**src/rtl/wave_gen_pkg.sv**
```systemverilog
// wave_gen_pkg: shared types for the wave_gen tone generator.
//   wave_mode_t    2-bit waveform select (square, sawtooth, triangle, reserved)
//   wave_cfg_t     one complete configuration word, used for both the shadow
//                  and the active copy
//   shadow_state_t occupancy of the configuration shadow register
// The struct field widths follow cfg_cnt_w / cfg_res_w. The wave_gen
// parameters default to these values and must stay equal to them.
package wave_gen_pkg;

   localparam int cfg_cnt_w = 8;
   localparam int cfg_res_w = 8;

   typedef enum logic [1:0] {
      MODE_SQUARE = 2'd0,
      MODE_SAW    = 2'd1,
      MODE_TRI    = 2'd2,
      MODE_RSVD   = 2'd3
   } wave_mode_t;

   typedef struct packed {
      wave_mode_t           mode;
      logic [cfg_cnt_w-1:0] period;
      logic [cfg_cnt_w-1:0] duty;
      logic [cfg_res_w-1:0] step;
   } wave_cfg_t;

   typedef enum logic {
      SHD_EMPTY = 1'b0,
      SHD_FULL  = 1'b1
   } shadow_state_t;

endpackage

```
**src/rtl/wave_gen_if.sv**
```systemverilog
// wave_gen_if: configuration valid/ready channel into wave_gen.
//   cfg_valid  master -> slave  new configuration offered
//   cfg_ready  slave -> master  shadow empty, so an offer is taken this cycle
//   cfg_mode   master -> slave  waveform select
//   cfg_period master -> slave  period in clk cycles
//   cfg_duty   master -> slave  square-wave high time in clk cycles
//   cfg_step   master -> slave  ramp increment per clk
interface wave_gen_if #(
   parameter int counter_width   = 8,
   parameter int resolution_bits = 8
);
   import wave_gen_pkg::*;

   logic                       cfg_valid;
   logic                       cfg_ready;
   wave_mode_t                 cfg_mode;
   logic [counter_width-1:0]   cfg_period;
   logic [counter_width-1:0]   cfg_duty;
   logic [resolution_bits-1:0] cfg_step;

   modport master (
      output cfg_valid, cfg_mode, cfg_period, cfg_duty, cfg_step,
      input  cfg_ready
   );

   modport slave (
      input  cfg_valid, cfg_mode, cfg_period, cfg_duty, cfg_step,
      output cfg_ready
   );

endinterface

```
**src/rtl/wave_phase_counter.sv**
```systemverilog
// wave_phase_counter: phase counter for wave_gen.
//   clk, reset_n  clock and asynchronous active-low reset
//   enable        1 = advance the counter, 0 = hold
//   period        active period P; P = 0 keeps the counter parked at 0
//   restart       force cnt to 0 on the next edge (a new configuration takes effect)
//   cnt           current phase, counts 0 .. P-1
//   period_end    high during the cycle in which cnt wraps from P-1 to 0
module wave_phase_counter #(
   parameter int counter_width = 8
) (
   input  logic                     clk,
   input  logic                     reset_n,
   input  logic                     enable,
   input  logic [counter_width-1:0] period,
   input  logic                     restart,
   output logic [counter_width-1:0] cnt,
   output logic                     period_end
);

   localparam logic [counter_width-1:0] cnt_one = 1;

   logic [counter_width-1:0] cnt_q, cnt_d;
   logic                     run, wrap;

   always_comb begin
      run   = enable && (period != '0);
      wrap  = run && (cnt_q == (period - cnt_one));
      cnt_d = cnt_q;
      if (restart || (period == '0) || wrap) begin
         cnt_d = '0;
      end else if (run) begin
         cnt_d = cnt_q + cnt_one;
      end
   end

   always_ff @(posedge clk or negedge reset_n) begin
      if (!reset_n) begin
         cnt_q <= '0;
      end else begin
         cnt_q <= cnt_d;
      end
   end

   assign cnt        = cnt_q;
   assign period_end = wrap;

endmodule

```
**src/rtl/wave_gen.sv**
```systemverilog
// wave_gen: multi-mode tone generator (square with duty, sawtooth, triangle).
//   clk, reset_n  clock and asynchronous active-low reset
//   enable        1 = run, 0 = freeze phase, ramp and output
//   cfg           wave_gen_if.slave configuration channel, held in a one-deep
//                 shadow and moved into the active copy at a period boundary
//   wave_out      registered sample, resolution_bits wide
//   period_end    one-cycle pulse in the cycle the phase counter wraps
// Build option WAVE_GEN_TRIANGLE_EN: when defined, mode 2 produces a triangle.
// When it is undefined, the triangle logic is left out and mode 2 outputs 0,
// the same as the reserved mode.
//
// Shadow FSM
//   state     | meaning
//   SHD_EMPTY | no pending configuration, cfg_ready = 1
//   SHD_FULL  | configuration waiting for the next wrap (or for an idle cycle
//             | when disabled or silent), cfg_ready = 0
module wave_gen
   import wave_gen_pkg::*;
#(
   parameter int resolution_bits = cfg_res_w,
   parameter int counter_width   = cfg_cnt_w
) (
   input  logic                       clk,
   input  logic                       reset_n,
   input  logic                       enable,
   wave_gen_if.slave                  cfg,
   output logic [resolution_bits-1:0] wave_out,
   output logic                       period_end
);

   localparam logic [resolution_bits-1:0] wave_max = '1;
   localparam logic [resolution_bits:0]   amp_max  = {1'b0, wave_max};

   shadow_state_t              shd_state_q, shd_state_d;
   wave_cfg_t                  shadow_q, shadow_d;
   wave_cfg_t                  active_q, active_d;
   logic [resolution_bits:0]   amp_q, amp_d;
   logic [resolution_bits-1:0] wave_q, wave_d;

   logic [counter_width-1:0]   cnt;
   logic                       wrap;
   logic                       apply;
   logic                       use_amp;
   logic [resolution_bits:0]   step_ext, amp_sum, amp_rise;
`ifdef WAVE_GEN_TRIANGLE_EN
   logic [resolution_bits:0]   amp_fall;
   logic [counter_width-1:0]   tri_half;
`endif

   wave_phase_counter #(
      .counter_width(counter_width)
   ) u_phase (
      .clk       (clk),
      .reset_n   (reset_n),
      .enable    (enable),
      .period    (active_q.period),
      .restart   (apply),
      .cnt       (cnt),
      .period_end(wrap)
   );

   // A pending shadow goes live at a wrap while running. When the counter is
   // not advancing there is no wrap to wait for, so it goes live right away.
   assign apply = (shd_state_q == SHD_FULL) &&
                  (wrap || !enable || (active_q.period == '0));

   always_comb begin
      shd_state_d = shd_state_q;
      shadow_d    = shadow_q;
      active_d    = active_q;
      case (shd_state_q)
         SHD_EMPTY: begin
            if (cfg.cfg_valid) begin
               shadow_d.mode   = cfg.cfg_mode;
               shadow_d.period = cfg.cfg_period;
               shadow_d.duty   = cfg.cfg_duty;
               shadow_d.step   = cfg.cfg_step;
               shd_state_d     = SHD_FULL;
            end
         end
         SHD_FULL: begin
            if (apply) begin
               active_d    = shadow_q;
               shd_state_d = SHD_EMPTY;
            end
         end
         default: shd_state_d = SHD_EMPTY;
      endcase
   end

   always_comb begin
      step_ext = {1'b0, active_q.step};
      amp_sum  = amp_q + step_ext;
      amp_rise = (amp_sum > amp_max) ? amp_max : amp_sum;
`ifdef WAVE_GEN_TRIANGLE_EN
      amp_fall = (amp_q >= step_ext) ? (amp_q - step_ext) : '0;
      tri_half = active_q.period >> 1;
`endif
      amp_d   = amp_q;
      wave_d  = wave_q;
      use_amp = 1'b0;
      if (active_q.period == '0) begin
         amp_d  = '0;
         wave_d = '0;
      end else if (enable) begin
         case (active_q.mode)
            MODE_SQUARE: begin
               amp_d  = '0;
               wave_d = (cnt < active_q.duty) ? wave_max : '0;
            end
            MODE_SAW: begin
               amp_d   = wrap ? '0 : amp_rise;
               use_amp = 1'b1;
            end
`ifdef WAVE_GEN_TRIANGLE_EN
            MODE_TRI: begin
               if (wrap) begin
                  amp_d = '0;
               end else if (cnt < tri_half) begin
                  amp_d = amp_rise;
               end else begin
                  amp_d = amp_fall;
               end
               use_amp = 1'b1;
            end
`endif
            default: begin
               amp_d  = '0;
               wave_d = '0;
            end
         endcase
         // The ramp output is the updated amplitude, so the first sample of a
         // period already includes one step.
         if (use_amp) begin
            wave_d = (amp_d > amp_max) ? wave_max : amp_d[resolution_bits-1:0];
         end
      end else if (apply) begin
         amp_d = '0;
      end
   end

   always_ff @(posedge clk or negedge reset_n) begin
      if (!reset_n) begin
         shd_state_q <= SHD_EMPTY;
         shadow_q    <= '0;
         active_q    <= '0;
         amp_q       <= '0;
         wave_q      <= '0;
      end else begin
         shd_state_q <= shd_state_d;
         shadow_q    <= shadow_d;
         active_q    <= active_d;
         amp_q       <= amp_d;
         wave_q      <= wave_d;
      end
   end

   assign cfg.cfg_ready = (shd_state_q == SHD_EMPTY);
   assign wave_out      = wave_q;
   assign period_end    = wrap;

endmodule

```
**src/flat_wrapper.sv**
```systemverilog
// flat-port wrapper written by rule: the top's interface ports become plain ports
module wave_gen_flat import wave_gen_pkg::*;
#(
   parameter int resolution_bits = cfg_res_w,
   parameter int counter_width   = cfg_cnt_w
)
  (clk, reset_n, enable, wave_out, period_end, cfg_cfg_valid, cfg_cfg_mode, cfg_cfg_period, cfg_cfg_duty, cfg_cfg_step, cfg_cfg_ready);
  wave_gen_if #(.counter_width(counter_width), .resolution_bits(resolution_bits)) cfg_i ();
  input  logic clk;
  input  logic reset_n;
  input  logic enable;
  output logic [resolution_bits-1:0] wave_out;
  output logic period_end;
  input wire logic [$bits(cfg_i.cfg_valid)-1:0] cfg_cfg_valid;
  input wire logic [$bits(cfg_i.cfg_mode)-1:0] cfg_cfg_mode;
  input wire logic [$bits(cfg_i.cfg_period)-1:0] cfg_cfg_period;
  input wire logic [$bits(cfg_i.cfg_duty)-1:0] cfg_cfg_duty;
  input wire logic [$bits(cfg_i.cfg_step)-1:0] cfg_cfg_step;
  output wire logic [$bits(cfg_i.cfg_ready)-1:0] cfg_cfg_ready;
  assign cfg_i.cfg_valid = cfg_cfg_valid;
  assign cfg_i.cfg_mode = cfg_cfg_mode;
  assign cfg_i.cfg_period = cfg_cfg_period;
  assign cfg_i.cfg_duty = cfg_cfg_duty;
  assign cfg_i.cfg_step = cfg_cfg_step;
  assign cfg_cfg_ready = cfg_i.cfg_ready;
  wave_gen #(.resolution_bits(resolution_bits), .counter_width(counter_width)) u_core (.clk(clk), .reset_n(reset_n), .enable(enable), .cfg(cfg_i), .wave_out(wave_out), .period_end(period_end));
endmodule
```
**config.mk**
```make
export PLATFORM = sky130hd
export DESIGN_NAME = wave_gen_flat
export DESIGN_NICKNAME = d
export VERILOG_FILES = /design/src/rtl/wave_gen_pkg.sv /design/src/rtl/wave_gen_if.sv /design/src/rtl/wave_phase_counter.sv /design/src/rtl/wave_gen.sv /design/src/flat_wrapper.sv
export SDC_FILE = /design/constraint.sdc
export NUM_CORES = 1
export LEC_CHECK = 0
export CAP_MARGIN = 10
export CORE_UTILIZATION = 30
export DETAILED_ROUTE_END_ITERATION = 12
export MAX_ROUTING_LAYER = met4
export PLACE_DENSITY = 0.47
export REMOVE_ABC_BUFFERS = 1
export SYNTH_ARGS = -nofsm -noshare
export SYNTH_HDL_FRONTEND = slang
export SYNTH_SLANG_ARGS = --single-unit
```
**constraint.sdc**
```tcl
create_clock -name clk -period 2.8 [get_ports clk]
set_clock_uncertainty 0.05 [all_clocks]
set_input_delay 0.56 -clock clk [delete_from_list [all_inputs] [get_ports clk]]
set_output_delay 0.56 -clock clk [all_outputs]
set_load 0.005 [all_outputs]
```
# After elaboration in Yosys (flattened, before gate mapping)
# Cells that the tools add are included.
# W data, S select, Z words.
word_totals:
  regBits: 78
op_classes:
  reduce_logical: 17
  order_cmp: 3
  n_mux: 22
  bitwise: 1
  add_sub_neg: 3
  eq_ne: 3
ops:
  columns: ["operator", "count"]
  rows:
  - ["$mux W9", 8]
  - ["$mux W8", 7]
  - ["$gt A9 B8 Y1 const B", 2]
  - ["$pmux W8 S2", 1]
  - ["$add A9 B8 Y9", 1]
  - ["$add A8 B1 Y8 const B", 1]
  - ["$eq A8 B8 Y1", 1]
  - ["$logic_not A8 Y1", 1]
  - ["$lt A8 B8 Y1", 1]
  - ["$reduce_bool A8 Y1", 1]
  - ["$sub A8 B1 Y8 const B", 1]
  - ["$reduce_and A2 Y1", 3]
  - ["$mux W1", 5]
  - ["$logic_or A1 B1 Y1", 4]
  - ["$reduce_bool A2 Y1", 2]
  - ["$logic_and A1 B1 Y1", 3]
  - ["$ne A3 B1 Y1 const B", 1]
  - ["$reduce_bool A3 Y1", 1]
  - ["$eq A2 B1 Y1 const B", 1]
  - ["$logic_not A2 Y1", 1]
  - ["$pmux W1 S2", 1]
  - ["$logic_not A1 Y1", 1]
  - ["$not A1 Y1", 1]

# Longest topological paths before layout
# Gate-level depths: netlist (run 1).
logic_depth:
  word_depth: 12
  ltp_mapped: 10
  mapped_depth_nobuf: 9

# Cells and area by module
# From an unflattened synthesis (run 1), not the netlist that was laid out.
hier_totals:
  cells_unflattened: 366
  area_unflattened_um2: 3922.5
modules_own_cells:
  columns: ["mod", "seq_area_each_um2", "area_per_inst_um2", "cells_per_inst", "n_inst"]
  rows:
  - ["wave_gen", 1751.7, 3185.6, 288, 1]
  - ["wave_phase_counter", 200.2, 737.0, 78, 1]

# Worst setup path after synthesis (run 1)
# OpenSTA, ideal clock, no wires.
synth_timing:
  path_type: "flip-flop to flip-flop"
  startpoint: "register u_core.active_q[16] (netlist bit)"
  endpoint: "register u_core.active_q[15] (netlist bit)"
  synth_period_minus_slack_ns: 2.546
  slack_ns: 0.254
  path_buffers: 2
  t_required_ns: 2.625
  stages_incl_launch_ff: 9
  setup_time_ns: 0.125
  arrival_time_ns: 2.371
  cell_sequence: "dfrtp_1 > or4_1 > or4_1 > nand3_2 > a31oi_4 > nand2b_4 > buf_6 > buf_12 > mux2_4"
synth_between:
  elab_chain_cells: 7
  word_cells_on_any_way: 10
  cone_classes: "1 x add/sub; 1 x eq/ne; 8 x reduce/logical"
synth_lines:
  columns: ["element", "line", "rtl"]
  rows:
  - ["from (decl)", "wave_gen.sv:36", "wave_cfg_t active_q, active_d;"]
  - ["from (signal assigned)", "wave_gen.sv:152", "active_q <= active_d;"]
  - ["$sub A8 B1 Y8 / $reduce_bool A8 Y1 (equally long branches)", "wave_phase_counter.sv:27, wave_phase_counter.sv:26", null]
  - ["$eq A8 B8 Y1 / $logic_and A1 B1 Y1 (equally long branches)", "wave_phase_counter.sv:27, wave_phase_counter.sv:26", null]
  - ["$logic_and A1 B1 Y1", "wave_phase_counter.sv:27", "wrap = run && (cnt_q == (period - cnt_one));"]
  - ["$logic_or A1 B1 Y1", "wave_gen.sv:65", "(wrap || !enable || (active_q.period == '0));"]
  - ["$logic_or A1 B1 Y1 (*)", "wave_gen.sv:65", null]
  - ["$logic_and A1 B1 Y1 (*)", "wave_gen.sv:64", "assign apply = (shd_state_q == SHD_FULL) &&"]
  - ["$reduce_and A2 Y1 (no source line) (*)", null, null]
# Mark *: on every way between the ends. The rest lies on a longest branch, timed or not.
# A chain may end at the register's enable or synchronous reset.

# Worst setup path in the final report (run 1)
layout_timing:
  startpoint: "register u_core.active_q[21] (netlist bit)"
  endpoint: "output period_end"
layout_between:
  elab_chain_cells: 3
  word_cells_on_any_way: 5
  cone_classes: "1 x add/sub; 1 x eq/ne; 3 x reduce/logical"
layout_lines:
  columns: ["element", "line", "rtl"]
  rows:
  - ["$sub A8 B1 Y8 / $reduce_bool A8 Y1 (equally long branches)", "wave_phase_counter.sv:27, wave_phase_counter.sv:26", null]
  - ["$eq A8 B8 Y1 / $logic_and A1 B1 Y1 (equally long branches)", "wave_phase_counter.sv:27, wave_phase_counter.sv:26", null]
  - ["$logic_and A1 B1 Y1 (*)", "wave_phase_counter.sv:27", null]
  - ["to (decl)", "flat_wrapper.sv:13", "output logic period_end;"]
# Marks and branches as above.

==> impl_results.md, run 1 <==
* Sequential share of the synthesized area at 49.6%
* Clk slew on worst S/H paths at 0.06 ns
* Leak Pwr at 2.34 nW
* Syn. warnings at 0
* Syn avg cell area at 12.6 sq um
* Starting Density at 30.9%
* Main flop type after synthesis: dfrtp_1
* Family with the most delay on the worst path: simple AND/OR/NAND/NOR gates
* Share of post-route cells with drive strength above 1 at 29.1%
* I/O pin cnt at 40
* Die X at 116 um
* Vias in the first global route at 2717
* DRC Markers at 0
* Pwr/cell area at 1080 nW/um^2
* IO buf count at 39
* Critical Path End Type: output port
* Critical path required time at 2.19 ns
* Fmax at 370 MHz
* Die footprint at 13600 sq um
* Setup-failing EPs final at 0
* Core Region at 12700 sq um
* Final slew viol count at 0
* DP HPWL at 5.75 mm
* Run status: finished clean
* Mean routed wirelength per cell at 15.1 um
* Vias/cell at 4.76
* Max Cap Viol at 0
* Row cnt at 41
* Slew headroom at 57.3%
* Fin crit share at 96.4%
* Slew @ Worst Pin at 0.638 ns
* FILL cells at 1294
* Most frequent cells in the layout: 78 x dfrtp_1, 37 x clkdlybuf4s50_1, 32 x mux2_2
* Vias at 2635
* Initial antenna violation count at 0
* Critical path arrival at 2.09 ns
* Crit path max fanout at 2
* Antenna cells at 0
* Top cell type's share of synthesized area at 49.6%
* Hold WC Path Type: input pin to async pin
* Final WS setup at 0.100 ns
* Num CTS Buffers at 9
* Unrepaired setup endpoints after global routing: true
* Final RePlAce weighted congestion at 0.771
* Post-synthesis cell area at 3930 sq um
* Worst setup path category: flip-flop to output port
* Total power at 5.54 mW
* FFs w/ async S/R, synth at 100%
* Pin count of the biggest net entering global routing at 46
* First-pass detailed-route iteration total at 4
* First-pass GRT wire length at 13.8 mm
* CTS tree: yes
* Synth top area cells: dfrtp_1 50%, mux2_2 9.2%, mux2_4 7.3%, ha_1 5.4%, xor2_1 2.2%
* Routed wire length at 8.39 mm
* Final #Nets at 427
* Final hold viol count at 0
* CTS max path bufs at 2
* Clk sinks at 78
* GRT Total Usage at 14.1%
* Worst-path cell chain: or3b_2, or4_4, nand3_4, nand3_2, nor2_1, buf_2
* Crit path buffers/inverters at 1
* CP peak stage delay at 0.54 ns
* Root Buffer: clkbuf_16
* Critical Path Start Type: flip-flop
* Worst-Skew Late Latency at 0.34 ns
* Leading area contributor after synthesis: dfrtp_1
* DIE HEIGHT at 116 um
* Mapped Cells at 312
* Commonest non-fill, non-tap cell in the layout: dfrtp_1
* Unique masters post-synth at 54
* Peak VDD IR at 0.315 mV
* Post-synth EDFFs at 0
* H-tree depth at 3
* First DRT Iteration DRCs at 66
* Remaining Overflow, GRT at 0
* DP Worst Slack at -0.0659 ns
* Slowest CP cell: or4_4
* Yosys reg bits at 78
* Residual antenna-violating net count after detailed routing at 0
* Crit path time final at 2.70 ns
* Area grow syn2layout at 30.2%
-- sequential cells by signal, indices dropped and copies added (netlist names) --
signal              flops
u_core.wave_out         8
u_core.amp_q            9
u_core.u_phase.cnt      8
u_core.shd_state_q      1
u_core.shadow_q        26
u_core.active_q        26
-- per-layer routing --
metal	global-route usage [%]	part of all wire, %	vias to the layer above
li1	-	-	1278
met1	19.1	52	1295
met2	20.0	43	47
met3	2.23	2.6	15
met4	8.12	2.6	0
met5	-	0	-
-- final cells by class --
cell class | instances | area, sq um | area share, %
Clock buffer | 10 | 239 | 4.67
Clock inverter | 4 | 120 | 2.35
Inverter | 16 | 60.1 | 1.17
Multi-Input combinational cell | 209 | 1900 | 37.0
Sequential cell | 78 | 1950 | 38.1
Tap cell | 172 | 215 | 4.20
Timing Repair Buffer | 65 | 637 | 12.4
-- cells in the mapped netlist (all sizes together) (2+ instances only) --
cell	count
nand2b	4
o21bai	2
nand3	5
clkbuf	5
a21o	4
or4	2
dfrtp	78
mux2	51
a31oi	5
nor3b	3
ha	17
a221o	8
inv	16
a22o	9
buf	4
nand2	7
nor2b	7
nor3	3
xnor2	5
o21a	3
and2	4
and3b	2
o21ai	10
xor2	10
nor2	16
nand4	2
o221ai	2
o22ai	4
and3	2
a21oi	5
a211oi	3
-- where the power goes --
group / leakage (nW) / switching, mW / internal [mW]
Sequential: 0.947 / 0.291 / 1.57
Combinational: 1.22 / 1.00 / 1.25
Clock: 0.175 / 0.452 / 0.975
Total: 2.34 / 1.74 / 3.79
-- metrics by stage --
step	hold slack [ns]	util, %	std cells	instance area (sq um)	setup TNS [ns]
6_report	0.118	40.2	554	5120	0
5_1_grt	0.148	40.2	554	5120	-0.0115
4_1_cts	0.127	39.9	553	5070	0
3_5_place_dp	0.443	36.7	537	4670	-0.0659
3_3_place_gp	0.441	36.7	537	4670	-0.0182
2_1_floorplan	0.214	-	303	3860	0
-- path summary, 6_finish.rpt --
path | slack (ns) | start | cells after the start | end
max | 0.1 | u_core.active_q[21] | 6 | period_end
min | 0.12 | reset_n | 1 | u_core.active_q[25]
max reg2reg | 0.13 | u_core.active_q[21] | 9 | u_core.wave_out[7]
min reg2reg | 0.45 | u_core.shadow_q[3] | 1 | u_core.active_q[3]
max in group asynchronous | 1.99 | reset_n | 2 | u_core.shadow_q[18]
min in group clk | 0.45 | u_core.shadow_q[3] | 1 | u_core.active_q[3]
-- repair_timing --
action | in CTS | in global routing
gates cloned | 0 | 1
buffers inserted | 2 | 0
pin swaps | 2 | 1
gates resized for setup | 10 | 5
hold buffers | 0 | 0
setup endpoints to repair | 1 | 31
-- logic make-up after synthesis --
group | synth area share, %
buf+inv | 3.40
mux | 16.4
compound gates | 12.4
fa+ha+maj | 5.92
simple gates | 8.91
flops | 49.6
xor+xnor | 3.34
No activity file was read; power rests on OpenSTA's default activity.
==> inputs of run 2 (changes only) <==
CORE_ASPECT_RATIO = 0.7   (was default)
CORE_UTILIZATION = 40   (was 30)
PLACE_DENSITY = 0.59   (was 0.47)
==> impl_results.md, run 2 (synthesis gave the netlist of run 1 again) <==
* Worst hold margin at 0.0556 ns (was 0.118 ns)
* DP HPWL at 5.61 mm (was 5.75 mm)
* Fmax at 368 MHz (was 370 MHz)
* Antenna cells at 0 (unchanged)
* Pin count of the biggest net entering global routing at 58 (was 46)
* Crit path time final at 2.72 ns (was 2.70 ns)
* Reg-to-reg endpoint: u_core.active_q[18] (was u_core.wave_out[7])
* Internal power at 3.56 mW (was 3.79 mW)
* Slew headroom at 49.1% (was 57.3%)
* R2r startpoint: u_core.active_q[16] (was u_core.active_q[21])
* DP Worst Slack at -0.0810 ns (was -0.0659 ns)
* Unrepaired setup endpoints after global routing: true (unchanged)
* Worst reg-to-reg path cell count at 12 (was 9)
* Commonest non-fill, non-tap cell in the layout: dfrtp_1 (unchanged)
* I/O pin cnt at 40 (unchanged)
* Peak VDD IR at 0.329 mV (was 0.315 mV)
* Vias in the first global route at 2504 (was 2717)
* Pwr/cell area at 1070 nW/um^2 (was 1080 nW/um^2)
* Core Region at 9290 sq um (was 12700 sq um)
* Clk slew on worst S/H paths at 0.06 ns (about the same)
* Num CTS Buffers at 9 (unchanged)
* Mean routed wirelength per cell at 15.8 um (was 15.1 um)
* IO buf count at 39 (unchanged)
* First-pass detailed-route iteration total at 4 (unchanged)
* Critical Path Start Type: flip-flop (unchanged)
* Biggest regs: u_core.active_q: 26 flops, u_core.shadow_q: 26 flops, u_core.amp_q: 9 flops (unchanged)
* Total power at 5.32 mW (was 5.54 mW)
* Hold WC Path Type: input pin to async pin (unchanged)
* Die X at 121 um (was 116 um)
* First-pass GRT wire length at 13.2 mm (was 13.8 mm)
* Setup-failing EPs final at 0 (unchanged)
* Final slew viol count at 0 (unchanged)
* Worst Setup EP: period_end (unchanged)
* Slew @ Worst Pin at 0.760 ns (was 0.638 ns)
* Final hold viol count at 0 (unchanged)
* Crit. Startpoint: u_core.active_q[16] (was u_core.active_q[21])
* Remaining Overflow, GRT at 0 (unchanged)
* Most frequent cells in the layout: 78 x dfrtp_1, 37 x clkdlybuf4s50_1, 32 x mux2_2 (unchanged)
* Worst setup path category: flip-flop to output port (unchanged)
* Crit path max fanout at 5 (was 2)
* Starting Density at 42.3% (was 30.9%)
* Vias/cell at 5.13 (was 4.76)
* Run status: finished clean (unchanged)
* Row cnt at 29 (was 41)
* Vias at 2595 (was 2635)
* Max Cap Viol at 0 (unchanged)
* Sw power at 1.75 mW (was 1.74 mW)
* Root Buffer: clkbuf_16 (unchanged)
* Initial antenna violation count at 0 (unchanged)
* GRT Total Usage at 17.7% (was 14.1%)
* Die footprint at 10200 sq um (was 13600 sq um)
* H-tree depth at 3 (unchanged)
* Critical path arrival at 2.11 ns (was 2.09 ns)
* Final RePlAce weighted congestion at 0.866 (was 0.771)
* Placed cell areas at 4610 sq um (was 4670 sq um)
* Setup_tns at 0 ns (unchanged)
* CTS max path bufs at 2 (unchanged)
* Leak Pwr at 2.30 nW (was 2.34 nW)
* First DRT Iteration DRCs at 113 (was 66)
* Final WS setup at 0.0799 ns (was 0.100 ns)
* Area grow syn2layout at 26.5% (was 30.2%)
* Residual antenna-violating net count after detailed routing at 0 (unchanged)
* Final #Nets at 426 (was 427)
* Clock power share at 22.8% (was 25.8%)
* DIE HEIGHT at 85.0 um (was 116 um)
* Critical path required time at 2.19 ns (about the same)
* Hold Buf Count CTS at 0 (unchanged)
* Clk sinks at 78 (unchanged)
* DRC Markers at 0 (unchanged)
* Worst-Skew Late Latency at 0.34 ns (about the same)
* Fin crit share at 97.1% (was 96.4%)
* CTS tree: yes (unchanged)
* Post-CTS Setup Repair Bufs at 0 (was 2)
* Combinational Power Share at 41.8% (was 40.6%)
* Reg2reg setup slack at 0.12 ns (was 0.13 ns)
* Routed wire length at 8.00 mm (was 8.39 mm)
* Seq pwr share at 35.4% (was 33.6%)
* Fin area at 4970 sq um (was 5120 sq um)
* Share of post-route cells with drive strength above 1 at 28.5% (was 29.1%)
* Switching Share at 33.0% (was 31.5%)
* Critical Path End Type: output port (unchanged)
[run 2: how the worst min path moves through the flow]
stage	from	cells past startpoint	end
floorplan	reset_n	0	u_core.active_q[0]
global placement	reset_n	1	u_core.active_q[7]
detailed placement	reset_n	1	u_core.shadow_q[23]
CTS	reset_n	1	u_core.shadow_q[23]
global route	reset_n	1	u_core.shadow_q[23]
finish	reset_n	1	u_core.shadow_q[7]
[run 2: routing by layer]
metal / up-vias / share of wire (%) / track usage, %
met4: 0 / 1.6 / 6.73
met2: 48 / 39 / 22.5
li1: 1276 / - / -
met3: 13 / 5.4 / 4.70
met5: - / 0 / -
met1: 1258 / 54 / 26.3
[run 2: area by class of cell]
cell class                 instances  area, sq um
fill                             849         4310
clock inverter                     4         72.6
multi-input combinational        209         1890
clock buffer                      11          233
sequential                        78         1950
tap                              124          155
inverter                          16         60.1
timing repair buffer              64          617
[run 2: critical path, stage by stage, from the launching register on]
cell      delay [ns]
dfrtp_1         0.37
buf_4           0.15
inv_1           0.05
ha_2            0.20
nor3b_4         0.23
buf_4           0.16
a21oi_1         0.07
o2111a_1        0.28
nand3_2         0.08
nor2_2          0.04
buf_2           0.12
[run 2: stage by stage]
| step | util, % | instances |
|---|---|---|
| after CTS | 53.1 | 505 |
| after global routing | 53.6 | 506 |
| after detailed placement | 49.6 | 490 |
| final | 53.6 | 506 |
| after floorplan | - | 303 |
| after global placement | 49.6 | 490 |
[run 2: power by group through the flow]
stage / Combinational, mW / Sequential, mW / Clock [mW]
final: 2.22 / 1.88 / 1.21
after floorplan: 1.43 / 1.84 / 0
after detailed placement: 2.15 / 1.90 / 0
after global placement: 2.11 / 1.89 / 0
after CTS: 2.19 / 1.89 / 1.24
after global routing: 2.45 / 1.94 / 1.29
[run 2: what timing repair did]
item,CTS,global route
setup endpoints to repair,1,28
resized for setup,10,4
pin swaps,2,3
cloned,0,1
==> inputs of run 3 (changes only) <==
CTS_CLUSTER_DIAMETER = 60   (was default)
==> results of run 3 <==
The final DEF is identical to that of run 2; final timing and power are the same.
